==> config.mk <==
export PLATFORM = sky130hd
export DESIGN_NAME = ssh_pkt_gen
export DESIGN_NICKNAME = d
export VERILOG_FILES = /design/src/rtl/ssh_pkg.sv /design/src/rtl/ssh_banner_rom.sv /design/src/rtl/ssh_pkt_gen.sv
export SDC_FILE = /design/constraint.sdc
export NUM_CORES = 1
export LEC_CHECK = 0
export CAP_MARGIN = 10
export CORE_UTILIZATION = 30
export CTS_BUF_LIST = sky130_fd_sc_hd__clkbuf_2 sky130_fd_sc_hd__clkbuf_4 sky130_fd_sc_hd__clkbuf_8
export CTS_CLUSTER_DIAMETER = 120
export DETAILED_ROUTE_END_ITERATION = 8
export SLEW_MARGIN = 15
export SYNTH_ARGS = -nofsm -noshare
export SYNTH_HDL_FRONTEND = slang
export SYNTH_SLANG_ARGS = --single-unit
==> constraint.sdc <==
create_clock -name i_clk -period 2.5 [get_ports i_clk]
set_input_delay 0.5 -clock i_clk [delete_from_list [all_inputs] [get_ports i_clk]]
set_output_delay 0.5 -clock i_clk [all_outputs]
set_load 0.005 [all_outputs]
==> src/rtl/ssh_pkg.sv <==
// Shared definitions for the SSH banner packet generator.
// Banner ROM contents, clamp limits and FSM state encoding.
package ssh_pkg;

    localparam logic [31:0] SSH_MAGIC = 32'h2d485353;
    localparam logic [7:0]  PROTO_TCP = 8'h06;

    localparam int BANNER_DEPTH = 4;
    localparam int MIN_BEATS_DEF = 2;
    localparam int MAX_BEATS_DEF = 32;

    // Little-endian ASCII: "SSH-2.0-", "OpenSSH_", "8.9p1 Ub", "untu\r\n\0\0"
    localparam logic [63:0] BANNER_ROM [BANNER_DEPTH] = '{
        {32'h2d302e32, SSH_MAGIC},
        64'h5f4853536e65704f,
        64'h6255203170392e38,
        64'h00000a0d75746e75
    };

    typedef enum logic [1:0] {
        IDLE = 2'd0,
        HDR  = 2'd1,
        PAY  = 2'd2
    } state_t;

endpackage

==> src/rtl/ssh_banner_rom.sv <==
// Banner word lookup: payload index -> 64-bit word.
// Indices at or beyond BANNER_BEATS read as zero.
module ssh_banner_rom
    import ssh_pkg::*;
#(
    parameter int BANNER_BEATS = 4
) (
    input  logic [4:0]  i_idx,
    output logic [63:0] o_word
);

    // Zero padding past the banner, ROM word otherwise
    always_comb begin
        o_word = '0;
        if ((int'(i_idx) < BANNER_BEATS) && (int'(i_idx) < BANNER_DEPTH)) begin
            o_word = BANNER_ROM[i_idx[1:0]];
        end
    end

endmodule

==> src/rtl/ssh_pkt_gen.sv <==
// Synthetic SSH banner packet source with valid/ready output.
// Optional SSH_PKT_GEN_CORRUPT_EN adds i_corrupt to flip banner byte 0.
module ssh_pkt_gen
    import ssh_pkg::*;
#(
    parameter int BANNER_BEATS = 4,
    parameter int MIN_BEATS    = MIN_BEATS_DEF,
    parameter int MAX_BEATS    = MAX_BEATS_DEF
) (
    input  logic        i_clk,
    input  logic        i_rst_n,
    input  logic        i_start,
    input  logic [7:0]  i_flow_id,
    input  logic [2:0]  i_pkt_num,
    input  logic [7:0]  i_protocol,
    input  logic [5:0]  i_beats,
    input  logic [63:0] i_hdr_word,
`ifdef SSH_PKT_GEN_CORRUPT_EN
    input  logic        i_corrupt,
`endif
    input  logic        i_ready,
    output logic        o_busy,
    output logic        o_done,
    output logic        o_pkt_data_valid,
    output logic [63:0] o_pkt_data,
    output logic [7:0]  o_pkt_len,
    output logic [2:0]  o_pkt_num,
    output logic [7:0]  o_pkt_protocol,
    output logic [7:0]  o_flow_id,
    output logic [5:0]  o_pkt_cycle_cnt
);

    state_t      r_state;
    logic        r_busy;
    logic        r_done;
    logic        r_valid;
    logic [63:0] r_data;
    logic [7:0]  r_len;
    logic [2:0]  r_num;
    logic [7:0]  r_proto;
    logic [7:0]  r_flow;
    logic [5:0]  r_cnt;
    logic [5:0]  r_last;
    logic        r_corrupt;

    logic [5:0]  w_beats;
    logic [5:0]  w_last;
    logic [7:0]  w_len;
    logic [63:0] w_rom;
    logic [63:0] w_beat1;
    logic        w_corrupt_in;

`ifdef SSH_PKT_GEN_CORRUPT_EN
    assign w_corrupt_in = i_corrupt;
`else
    assign w_corrupt_in = 1'b0;
`endif

    // Clamp requested beat count into the legal packet size range
    always_comb begin
        w_beats = i_beats;
        if (i_beats < 6'(MIN_BEATS)) begin
            w_beats = 6'(MIN_BEATS);
        end else if (i_beats > 6'(MAX_BEATS)) begin
            w_beats = 6'(MAX_BEATS);
        end
    end

    assign w_last = w_beats - 6'd1;
    assign w_len  = {w_last[4:0], 3'b000};

    // Current beat index selects the word for the next beat
    ssh_banner_rom #(
        .BANNER_BEATS(BANNER_BEATS)
    ) u_rom (
        .i_idx  (r_cnt[4:0]),
        .o_word (w_rom)
    );

    // First banner beat optionally gets its leading 'S' lowercased
    always_comb begin
        w_beat1 = w_rom;
        if (r_corrupt) begin
            w_beat1[7:0] = w_rom[7:0] ^ 8'h20;
        end
    end

    // Packet FSM; every output is a register updated here
    always_ff @(posedge i_clk or negedge i_rst_n) begin
        if (!i_rst_n) begin
            r_state   <= IDLE;
            r_busy    <= 1'b0;
            r_done    <= 1'b0;
            r_valid   <= 1'b0;
            r_data    <= '0;
            r_len     <= '0;
            r_num     <= '0;
            r_proto   <= '0;
            r_flow    <= '0;
            r_cnt     <= '0;
            r_last    <= '0;
            r_corrupt <= 1'b0;
        end else begin
            r_done <= 1'b0;
            unique case (r_state)
                IDLE: begin
                    if (i_start) begin
                        r_state   <= HDR;
                        r_busy    <= 1'b1;
                        r_valid   <= 1'b1;
                        r_data    <= i_hdr_word;
                        r_len     <= w_len;
                        r_num     <= i_pkt_num;
                        r_proto   <= i_protocol;
                        r_flow    <= i_flow_id;
                        r_cnt     <= '0;
                        r_last    <= w_last;
                        r_corrupt <= w_corrupt_in;
                    end
                end
                HDR: begin
                    if (i_ready) begin
                        r_state <= PAY;
                        r_cnt   <= 6'd1;
                        r_data  <= w_beat1;
                    end
                end
                PAY: begin
                    if (i_ready) begin
                        if (r_cnt == r_last) begin
                            r_state <= IDLE;
                            r_valid <= 1'b0;
                            r_busy  <= 1'b0;
                            r_done  <= 1'b1;
                        end else begin
                            r_cnt  <= r_cnt + 6'd1;
                            r_data <= w_rom;
                        end
                    end
                end
                default: begin
                    r_state <= IDLE;
                    r_valid <= 1'b0;
                    r_busy  <= 1'b0;
                end
            endcase
        end
    end

    assign o_busy           = r_busy;
    assign o_done           = r_done;
    assign o_pkt_data_valid = r_valid;
    assign o_pkt_data       = r_data;
    assign o_pkt_len        = r_len;
    assign o_pkt_num        = r_num;
    assign o_pkt_protocol   = r_proto;
    assign o_flow_id        = r_flow;
    assign o_pkt_cycle_cnt  = r_cnt;

endmodule

==> metrics <==
run status=finished, final reports clean; sw frac=38.8%; count leader, synth=dfrtp_1; routed wire length=12800 µm; Sw Pwr=3.50 mW; Sink Count=99; Pwr per Cell Area=1310 mW/mm²; pin count of the biggest net entering global routing=69; M1 GR Usage=20.7%; CP Launch Type=flop; Post-synth EDFFs=0; P_leak=2.88 nW; FF+latch count, synth=99; final period utilization=85.1%; met3 Use GR=5.35%; gr ovfl total=0; Slowest cell on crit path=nor2_1; Sum Neg Setup Slack=0 ns; routed len/inst=15.3 µm; number of global-route vias before repair=4020; Tightest Pin Transition=0.522 ns; Post-DP Area=0.00664 mm²; Slew HR=64.9%; Setup Buffers After CTS=0; Die H=126 µm; fin cells=839; synth unique cells=45; Hold Crit Start=o_pkt_data[17]; dpl cells=822; die area=0.0158 mm²; via count=3999; hpwl dp=9620 µm; Min-Delay Path Class=reg -> reg; FF/Latch Area=0.00248 mm²; Final nets=752; DRT Pass-1 Iters=5; Async S/R FF share, synth=100%; Gate Count Post-Synth=471; critical-path cell list=inv_1 -> ha_1 -> nand2b_1 -> or3_1 -> nor2_1 -> a21oi_1 -> o21ai_1; fin area=0.00687 mm²; H-tree Lvls=3; CTS root buf=clkbuf_8; met2 Resource Use GR=27.2%; worst-case reg-to-reg path depth=7; area of the multi-input gates=0.00186 mm²; gpl congestion=0.799; Arr. time, crit path=2.43 ns; CP Launch Point=r_state[0]; pre-CTS setup slack=0.209 ns; top post-synthesis cells by count=dfrtp_1, nand2_1, a21oi_1; DR iter-0 viols=223; fmax=470 MHz; die width=126 µm; CTS tree=done; Vias/cell=4.77; busiest grt layer=met2; crit-path max FO=8; synth top area cells=dfrtp_1, nand2_1, a21oi_1; Critical Path End Type=flop; global-route wire length before repair=20700 µm; Hold Path Depth=2; Final WS setup=0.373 ns; Final setup viols=0; initial antenna violation count=0; max-cap check violation count=0; worst path required time=2.80 ns; Tot GR Track Use=16.7%; minimum clock period=2.13 ns; final hold vios=0; Syn Area/Cell=9.75 µm²; synthesized area=0.00459 mm²; antenna viol nets, final=0; dominant synthesized flop cell=dfrtp_1; ratio of cells with drive above 1 in the final layout=9.16%; Ys Warns=0; Reg power frac=31.3%; P_int=5.52 mW; R2R Setup Slk=0.37 ns; critical path's largest stage delay=0.46 ns; clk_skew=0.0106 ns; Worst-path clk slew=0.09 ns; port bufs=189; clock buffer count from CTS=9; synthesis-to-layout area growth=49.5%; sequential share of the synthesized area=53.9%; RSZ-0062 raised after global routing=no; maximum vdd drop=0.531 mV; clk_lat worst skew=0.37 ns; maximum clock insertion buffer count=2; Slew Limit Fails=0; Core Box Area=0.0148 mm²; part of the power in the clock network=12.4%; Residual DRC=0; top cell type's share of synthesized area=53.9%; post-synth top area cell=dfrtp_1; Boundary Pins=193; r2r startpoint=r_state[0]; critical setup path kind=reg -> reg; Initial Utilization=31.1%; Filler cells=1420; Comb pwr share=56.3%; Hold Path End=o_pkt_data[17]; n_diodes=0; # rows=44; R2R Path End=o_pkt_data[61]
[worst max-delay path: cells and delay by family, from the launching register on]
family | cells | cell delay [ns]
AOI/OAI and AO/OA | 2 | 0.24
adders and majority gates | 1 | 0.31
buffers and inverters | 1 | 0.08
DFF | 1 | 0.41
and+or+nand+nor | 3 | 1.02
[layer usage]
| layer | up-vias | part of all wire (%) |
|---|---|---|
| li1 | 1962 | - |
| met3 | 25 | 6.4 |
| met5 | - | 0 |
| met1 | 1877 | 43 |
| met4 | 0 | 2.6 |
| met2 | 135 | 48 |
[flip-flops by register name, summed over array words and instances, names as in the netlist]
register,count
o_pkt_data,64
o_flow_id,8
o_pkt_protocol,8
o_pkt_cycle_cnt,6
r_last,6
o_pkt_num,3
r_state,2
o_done,1
o_pkt_data_valid,1
[cell families (layout without fill, tap and decap cells)]
| family | after synthesis | in the layout | share of synthesized area, % |
|---|---|---|---|
| muxes | 20 | 20 | 4.90 |
| DFF | 99 | 99 | 53.9 |
| xor gates and xnor gates | 7 | 7 | 1.66 |
| other | 1 | 3 | 0.0816 |
| buffers and inverters | 49 | 231 | 5.77 |
| adders and majority gates | 9 | 9 | 2.45 |
| AOI/OAI and AO/OA | 135 | 135 | 16.6 |
| and+or+nand+nor | 151 | 151 | 14.7 |
[per-stage QoR]
stage	hold slack [ns]	power (mW)	utilization, %
floorplan	0.204	5.60	-
CTS	0.478	9.17	46.6
detailed placement	0.414	8.01	45.0
global route	0.514	9.79	46.6
global placement	0.414	7.86	45.0
finish	0.469	9.02	46.6
[cell type report]
type	count	area share (%)
Sequential cell	99	36.1
Clock inverter	5	1.13
Inverter	10	0.546
Timing Repair Buffer	205	29.8
Multi-Input combinational cell	325	27.1
Tap cell	184	3.35
Clock buffer	11	2.02
[cells in the final DEF, fill, tap and decap left out, types with 4 or more instances in the layout]
cell type        instances
a21oi_1                 53
a221oi_1                 6
a31oi_1                  4
buf_4                   13
clkbuf_8                 9
clkdlybuf4s50_1        188
dfrtp_1                 99
ha_1                     9
inv_1                    9
mux2_2                  20
nand2_1                 85
nand3_1                 17
nor2_1                  27
o211ai_1                 4
o21ai_0                  8
o21ai_1                 49
xnor2_1                  5
[power by group through the flow]
stage | clock [mW] | sequential [mW] | combinational, mW
2_1_floorplan | 0 | 2.83 | 2.77
3_3_place_gp | 0 | 2.83 | 5.03
3_5_place_dp | 0 | 2.86 | 5.14
4_1_cts | 1.18 | 2.83 | 5.15
5_1_grt | 1.24 | 2.93 | 5.63
6_report | 1.12 | 2.82 | 5.08
[how the worst max path moves through the flow]
| stage | to | slack, ns | cells after the start |
|---|---|---|---|
| 6_report | o_pkt_data[61] | 0.37 | 7 |
| 5_1_grt | o_pkt_data[19] | 0.21 | 7 |
| 4_1_cts | o_pkt_cycle_cnt[0] | 0.34 | 1 |
| 3_5_place_dp | o_pkt_data[18] | 0.21 | 7 |
| 3_3_place_gp | o_pkt_cycle_cnt[3] | 0.24 | 6 |
| 2_1_floorplan | o_pkt_data[34] | 0.56 | 9 |
[timing repair]
| action | 4_1_cts | 5_1_grt |
|---|---|---|
| hold buffers | 1 | 0 |
| gates resized for setup | 0 | 0 |
| hold endpoints to repair | 16 | 0 |
No activity file was read; power rests on OpenSTA's default activity.
